$ cat src/rtl/error_support_gen_pkg.sv
// Shared types and helpers for the ROLLO error-support generator.
// Optional rank check is selected by SUPPORT_RANK_CHECK_EN.
`ifndef M
`define M 8
`endif
`ifndef Wr
`define Wr 4
`endif

package error_support_gen_pkg;

  localparam int unsigned RNG_W = 96;

  typedef enum logic [2:0] {
    S_IDLE,
    S_REQ,
    S_WAIT,
    S_REDUCE,
    S_COMMIT,
    S_DONE
  } state_e;

  // Ceiling log2 with a floor of 1 so single-entry ranges still get a bit.
  function automatic int unsigned CLOG2(input int unsigned n);
    int unsigned r;
    r = 1;
    while ((64'd1 << r) < 64'(n)) r++;
    return r;
  endfunction

  // RNG words needed to fill one m-bit candidate.
  function automatic int unsigned rw_words(input int unsigned m);
    return (m + RNG_W - 1) / RNG_W;
  endfunction

endpackage

$ cat src/rtl/error_support_gen_msb_index_enc.sv
// Combinational priority encoder: index of the most significant set bit.
// An all-zero input yields index 0; callers qualify with a nonzero test.
module msb_index_enc
  import error_support_gen_pkg::*;
#(
  parameter int unsigned m = 8
) (
  input  logic [m-1:0]          v_i,
  output logic [CLOG2(m)-1:0]   idx_o
);

  localparam int unsigned PW = CLOG2(m);

  always_comb begin
    idx_o = '0;
    for (int unsigned k = 0; k < m; k++) begin
      if (v_i[k]) idx_o = PW'(k);
    end
  end

endmodule

$ cat src/rtl/error_support_gen.sv
// Builds wr linearly independent GF(2^m) elements from the shared RNG and
// serves them on a read port. SUPPORT_RANK_CHECK_EN enables the echelon check.
module error_support_gen
  import error_support_gen_pkg::*;
#(
  parameter int unsigned m  = `M,
  parameter int unsigned wr = `Wr,
  parameter int unsigned RW = rw_words(m)
) (
  input  logic                  clk,
  input  logic                  rst_b,
  input  logic                  start,
  output logic                  rng_start,
  input  logic                  rng_finish,
  input  logic [RNG_W-1:0]      rng_data,
  input  logic                  E_rw,
  input  logic [CLOG2(wr)-1:0]  E_addr,
  input  logic [wr:0]           E_ctrlw,
  output logic [m-1:0]          E_dout,
  output logic                  done,
  output logic                  ready,
  output logic [7:0]            reject_cnt
);

  localparam int unsigned IW    = CLOG2(wr);
  localparam int unsigned CW    = CLOG2(wr + 1);
  localparam int unsigned PW    = CLOG2(m);
  localparam int unsigned WW    = CLOG2(RW + 1);
  localparam int unsigned BUF_W = RW * RNG_W;

  state_e             state_q;
  logic [m-1:0]       e_q [wr];
  logic [CW-1:0]      cnt_q;
  logic [BUF_W-1:0]   cand_q;
  logic [WW-1:0]      wcnt_q;
  logic [m-1:0]       v_q;
  logic               rng_start_q;
  logic               done_q;
  logic               ready_q;
  logic [7:0]         rej_q;
  logic [m-1:0]       dout_q;

`ifdef SUPPORT_RANK_CHECK_EN
  logic [m-1:0]       r_q   [wr];
  logic [PW-1:0]      piv_q [wr];
  logic [CW-1:0]      i_q;
`endif

  logic [BUF_W-1:0]   cand_next_c;
  logic [m-1:0]       cand_top_c;
  logic [PW-1:0]      piv_c;
  logic [m-1:0]       rd_c;

  // New words enter at the low end, so the first word ends up most significant.
  assign cand_next_c = (cand_q << RNG_W) | BUF_W'(rng_data);
  assign cand_top_c  = cand_q[BUF_W-1 -: m];

  msb_index_enc #(.m(m)) u_msb_index_enc (
    .v_i   (v_q),
    .idx_o (piv_c)
  );

  // Read port: single element or XOR combination under mask.
  always_comb begin
    rd_c = '0;
    if (E_ctrlw[wr]) begin
      for (int unsigned j = 0; j < wr; j++) begin
        if (E_ctrlw[j]) rd_c = rd_c ^ e_q[j];
      end
    end else if (32'(E_addr) < wr) begin
      rd_c = e_q[E_addr];
    end
  end

`ifdef SUPPORT_RANK_CHECK_EN
  logic unused_sig;
  assign unused_sig = E_rw;
`else
  logic unused_sig;
  assign unused_sig = E_rw ^ (^piv_c);
`endif

  always_ff @(posedge clk or negedge rst_b) begin
    if (!rst_b) begin
      state_q     <= S_IDLE;
      cnt_q       <= '0;
      cand_q      <= '0;
      wcnt_q      <= '0;
      v_q         <= '0;
      rng_start_q <= 1'b0;
      done_q      <= 1'b0;
      ready_q     <= 1'b0;
      rej_q       <= 8'd0;
      dout_q      <= '0;
      for (int unsigned k = 0; k < wr; k++) e_q[k] <= '0;
`ifdef SUPPORT_RANK_CHECK_EN
      i_q <= '0;
      for (int unsigned k = 0; k < wr; k++) begin
        r_q[k]   <= '0;
        piv_q[k] <= '0;
      end
`endif
    end else begin
      rng_start_q <= 1'b0;
      done_q      <= 1'b0;
      dout_q      <= rd_c;
      case (state_q)
        S_IDLE: begin
          if (start) begin
            cnt_q       <= '0;
            wcnt_q      <= '0;
            rej_q       <= 8'd0;
            ready_q     <= 1'b0;
            for (int unsigned k = 0; k < wr; k++) e_q[k] <= '0;
`ifdef SUPPORT_RANK_CHECK_EN
            for (int unsigned k = 0; k < wr; k++) begin
              r_q[k]   <= '0;
              piv_q[k] <= '0;
            end
`endif
            rng_start_q <= 1'b1;
            state_q     <= S_REQ;
          end
        end
        S_REQ: state_q <= S_WAIT;
        S_WAIT: begin
          if (rng_finish) begin
            cand_q <= cand_next_c;
            if (wcnt_q == WW'(RW - 1)) begin
              wcnt_q <= '0;
              v_q    <= cand_next_c[BUF_W-1 -: m];
`ifdef SUPPORT_RANK_CHECK_EN
              i_q     <= '0;
              state_q <= S_REDUCE;
`else
              state_q <= S_COMMIT;
`endif
            end else begin
              wcnt_q      <= wcnt_q + 1'b1;
              rng_start_q <= 1'b1;
              state_q     <= S_REQ;
            end
          end
        end
`ifdef SUPPORT_RANK_CHECK_EN
        // One elimination step per cycle against the stored echelon rows.
        S_REDUCE: begin
          if (i_q < cnt_q) begin
            if (v_q[piv_q[IW'(i_q)]]) v_q <= v_q ^ r_q[IW'(i_q)];
            i_q <= i_q + 1'b1;
          end else begin
            state_q <= S_COMMIT;
          end
        end
`endif
        S_COMMIT: begin
          if (v_q != '0) begin
            e_q[IW'(cnt_q)] <= cand_top_c;
`ifdef SUPPORT_RANK_CHECK_EN
            r_q[IW'(cnt_q)]   <= v_q;
            piv_q[IW'(cnt_q)] <= piv_c;
`endif
            cnt_q <= cnt_q + 1'b1;
            if (cnt_q == CW'(wr - 1)) begin
              done_q  <= 1'b1;
              ready_q <= 1'b1;
              state_q <= S_DONE;
            end else begin
              rng_start_q <= 1'b1;
              state_q     <= S_REQ;
            end
          end else begin
            if (rej_q != 8'hFF) rej_q <= rej_q + 8'd1;
            rng_start_q <= 1'b1;
            state_q     <= S_REQ;
          end
        end
        S_DONE:  state_q <= S_IDLE;
        default: state_q <= S_IDLE;
      endcase
    end
  end

  assign rng_start  = rng_start_q;
  assign done       = done_q;
  assign ready      = ready_q;
  assign reject_cnt = rej_q;
  assign E_dout     = dout_q;

endmodule
$ cat config.mk
export PLATFORM = sky130hd
export DESIGN_NAME = error_support_gen
export DESIGN_NICKNAME = d
export VERILOG_FILES = /design/src/rtl/error_support_gen_pkg.sv /design/src/rtl/error_support_gen_msb_index_enc.sv /design/src/rtl/error_support_gen.sv
export SDC_FILE = /design/constraint.sdc
export NUM_CORES = 1
export LEC_CHECK = 0
export ABC_AREA = 1
export BUFFER_PORTS_ARGS = -buffer_cell sky130_fd_sc_hd__buf_4
export CORE_ASPECT_RATIO = 1.25
export CORE_UTILIZATION = 50
export DETAILED_ROUTE_END_ITERATION = 8
export PLACE_DENSITY = 0.83
export SYNTH_ARGS = -nofsm -noshare
export SYNTH_HDL_FRONTEND = slang
export SYNTH_SLANG_ARGS = --single-unit
$ cat constraint.sdc
create_clock -name clk -period 2.5 [get_ports clk]
set_input_delay 0.375 -clock clk [delete_from_list [all_inputs] [get_ports clk]]
set_output_delay 0.375 -clock clk [all_outputs]
set_load 0.005 [all_outputs]
# After elaboration in Yosys (flattened, before gate mapping)
# Cells that the tools add are included.
[op_classes]
addsub = 3
n_lt_le_gt_ge = 3
n_eq_ne = 11
muxes = 46
bitwise = 6
n_reduce_logical = 12
[op_table]
columns = ["operator", "count"]
rows = [
  ["$mux 8", 14],
  ["$mux 32", 2],
  ["$pmux 32 s2", 1],
  ["$bwmux 32", 1],
  ["$xor 8x8->8", 3],
  ["$mux 3", 7],
  ["$bmux 8 s2", 1],
  ["$demux 8 s2", 1],
  ["$pmux 8 s2", 1],
  ["$mux 1", 13],
  ["$ne 2x2->1 const B", 6],
  ["$pmux 3 s4", 1],
  ["$reduce_and 3->1", 3],
  ["$add 8x1->8 const B", 1],
  ["$ne 8x8->1 const B", 1],
  ["$reduce_and 4->1", 2],
  ["$reduce_bool 8->1", 1],
  ["$eq 3x2->1 const B", 2],
  ["$ge 3x3->1 const B", 2],
  ["$not 2->3", 2],
  ["$pmux 3 s2", 1],
  ["$pmux 1 s2", 2],
  ["$reduce_and 2->1", 2],
  ["$reduce_bool 2->1", 2],
  ["9 further kinds", 9],
]
[totals]
regBits = 162
inputBits = 108
out_inout_bits = 19
word_cells = 95

# Logic depth before layout (Yosys ltp)
[logic_depth]
depth_word = 11
depth_mapped = 8
depth_no_buf = 8

# Least setup slack after synthesis
# No wires, ideal clock.
[synth_path]
path_kind = "register to register"
from = "register rej_q[0] (netlist: reject_cnt[0])"
to = "register rej_q[3] (netlist: reject_cnt[3])"
setup_ns = 0.065
arrival_ns = 1.277
required_time_ns = 2.435
path_slack_ns = 1.158
stages_incl_launch_ff = 9
path_buffers = 0
cell_sequence = "dfrtp_1 ha_1 nand2_1 nor2_1 nand3_2 nand2_1 nor2_1 nand2_1 nand2_1"
[synth_between]
elab_chain_len = 4
word_cells_on_any_way = 7
[synth_rtl]
columns = ["element", "line", "text"]
rows = [
  ["from (decl)", "error_support_gen.sv:40", "logic [7:0] rej_q;"],
  ["from (signal assigned)", "error_support_gen.sv:173", "if (rej_q != 8'hFF) rej_q <= rej_q + 8'd1;"],
  ["$add 8x1->8", "error_support_gen.sv:173", ""],
  ["$mux 8", "error_support_gen.sv:173", ""],
  ["$mux 8", "error_support_gen.sv:157", "if (v_q != '0) begin"],
  ["$pmux 8 s2", "error_support_gen.sv:107", "case (state_q)"],
]
# Several ways; a longest one is shown, not always the timed one. The select of a mux whose other input is x is not followed.
# A chain may end at the register's enable or synchronous reset.

# Final worst setup path
[layout_path]
from = "register state_q[1]"
to = "register e_q[3] in the netlist's numbering"
[layout_between]
elab_chain_len = 3
word_cells_on_any_way = 7
[layout_rtl]
columns = ["element", "line", "text"]
rows = [
  ["from (decl)", "error_support_gen.sv:31", "state_e state_q;"],
  ["from (signal assigned)", "error_support_gen.sv:85", "state_q <= S_IDLE;"],
  ["from (signal assigned)", "error_support_gen.sv:122", "state_q <= S_REQ;"],
  ["from (signal assigned)", "error_support_gen.sv:125", "S_REQ: state_q <= S_WAIT;"],
  ["$eq 3x3->1 or $logic_not 3->1 (tied branches)", "error_support_gen.sv:107", ""],
  ["$ne 2x2->1 (no line) or $reduce_bool 2->1 (tied branches)", "n/a", ""],
  ["$reduce_and 3->1 (no line)", "n/a", ""],
  ["to (signal, indexed assignment)", "error_support_gen.sv:158", "e_q[IW'(cnt_q)] <= cand_top_c;"],
  ["to (decl)", "error_support_gen.sv:32", "logic [m-1:0] e_q [wr];"],
]
# Several ways; a longest one is shown, not always the timed one.

==> results.tsv <==
metric	value	unit
status	completed	
htreeDepth	3	
wirelength_met1	3110	um
cts_tree	yes	
setup-tns-final	0	ns
rows	33	
ys_seq_area_share	46.9	%
top_layer_used	met4	
met3WireLength	380	um
pre_cts_slack	0.894	ns
synth_fp_nets	565	
clk_latency	0.34	ns
firstDrtPassIters	4	
ys_seq_elements	65	
wirelength	7500	um
postSynthAreaPerCell	7.69	sq um
io_buffers	37	
cts_resized	0	
antenna_found_initial	0	
synth_area	3470	sq um
hp-class	primary input to async pin	
max_stage_delay	0.44	ns
cts-hold-fix-buffers	0	
maxCapViolCount	0	
fin_crit	1.63	ns
die_w	76.5	um
wire_per_inst	12.9	um
grt_usage	23.2	%
drive_above_1_share	15.2	%
vias_per_cell	5.15	
syn_inst	451	
hpwl	5510	um
fmax	613	MHz
cts_setup_buffers	0	
critPathLaunchType	flop	
grt_pass1_vias	2922	
diodes	0	
cp_common_cell	nand2_1	
syn_to_final_growth	15.9	%
synth_cell_types	28	
cp-end-kind	flop	
ys_top_cells_by_area	dfrtp_1 47%, nand2_1 22%, nor2_1 3.8%	
vias	2999	
wl_met2	3820	um
power_density	859	nW/um^2
ys.flop_type	dfrtp_1	
critPathMaxFanout	10	
crit_path_cell_trace	nor2_4, nand2_4, inv_2, o21ai_4, nor2_2, nand2_1, nand2_1	
synth_top_area_share	46.9	%
crit_slowest_cell	dfrtp_1	
yosysWarnings	0	
synth-edff-count	0	
initial_core_util	52.2	%
synth.most_common_cell	nand2_1	
timing.final.crit_share	65.3	%
clk_root_buffer_cell	clkbuf_8	
gp_routability_congestion	0.824	
rsz0062_at_grt	false	
finish.utilization	60.5	%
synth.top_cells.by_count	199 x nand2_1, 65 x dfrtp_1, 35 x nor2_1	
layout.nets	605	
fp.dieH	95.1	um
arrival	1.91	ns
synth.largest_area_cell	dfrtp_1	
cts.sinks	65	
coreArea	6650	sq um
drc	0	
crit_required	2.77	ns
ir_drop	0.532	mV
path_clk_slew	0.07	ns
layout_setup_ws	0.869	ns
ios	127	
cellLeakagePower	0.00206	uW
cts_buffers	9	
cts_buffer_depth	2	
rrSetupSlack	0.87	ns
grt_pass1_wl	13000	um
overflow	0	
finalClockSkew	0.00894	ns
grt_start_max_net_pins	66	
ant_nets	0	
slew-limit-headroom	46.2	%
tightest_slew	0.807	ns
critPathKind	flop to flop	
initialDrtViolationCount	152	
final-hold-violation-count	0	
die_area	7280	sq um
async_reset_ff_share	100	%
drv_slew	0	
setup_viol	0	
through the flow:
step / instances / total power (uW) / area (sq um) / hold WS [ns]
5_1_grt: 582 / 3700 / 4020 / 0.189
3_3_place_gp: 567 / 2510 / 3820 / 0.476
3_5_place_dp: 567 / 2590 / 3820 / 0.482
4_1_cts: 582 / 3470 / 4020 / 0.147
6_report: 582 / 3450 / 4020 / 0.107
2_1_floorplan: 451 / 2220 / 3470 / 0.0794
report_power, final:
group          total [uW]  switching [uW]  internal, uW
clock network         887             381           506
registers            1550             254          1290
logic                1020             635           384
final timing paths:
kind / start / endpoint / cells past startpoint
max reg2reg: state_q[1] / e_q[3] / 7
min: rst_b / E_dout[0] / 1
max: state_q[1] / e_q[3] / 7
max in group asynchronous: rst_b / cand_q[92] / 1
min in group clk: rng_data[89] / cand_q[89] / 2
min reg2reg: e_q[15] / e_q[15] / 2
flip-flops by register name (all words and copies together), names as in the netlist:
name,cells
v_q,1
reject_cnt,8
state_q,3
rng_start,1
done,1
e_q,32
cnt_q,3
E_dout,8
cand_q,7
ready,1
area by class of cell:
cell class	instances	area [sq um]
Multi-Input combinational cell	345	1690
Sequential cell	65	1630
Clock buffer	12	155
Timing Repair Buffer	37	278
Clock inverter	3	40.0
Inverter	33	124
Fill cell	573	2630
Tap cell	87	109
placed cells by master, fill, tap and decap left out, types with 4 or more instances in the layout:
master      n
nand3_1    15
xnor2_1    10
nor2_2      4
buf_4      37
ha_1        6
o22ai_1     6
xor2_1     14
dfrtp_1    65
inv_1      32
o21ai_0    26
nand2_1   199
a21oi_1     4
nand2_2     4
clkbuf_8   11
mux2_2      8
nor2_1     35
worst max-delay path: cells and delay by family (launching register included):
kind            cells  cell delay, ns
buf+inv             1            0.18
compound gates      1            0.14
flops               1            0.44
simple gates        5            0.81
metal layers:
metal,vias up,GRT usage (%)
li1,1488,-
met5,-,0
met3,20,6.03
met1,1405,25.9
met2,86,41.1
met4,0,11.9
cell families after synthesis:
family / after synthesis / share of synthesized area (%)
flip-flops: 65 / 46.9
adder cells (fa/ha/maj): 6 / 2.16
AO/OA/AOI/OAI: 40 / 6.53
multiplexers: 8 / 2.60
buffers and inverters: 41 / 4.47
XOR/XNOR: 24 / 6.06
AND/OR/NAND/NOR: 267 / 31.3
(Power assumes the default switching activity.)
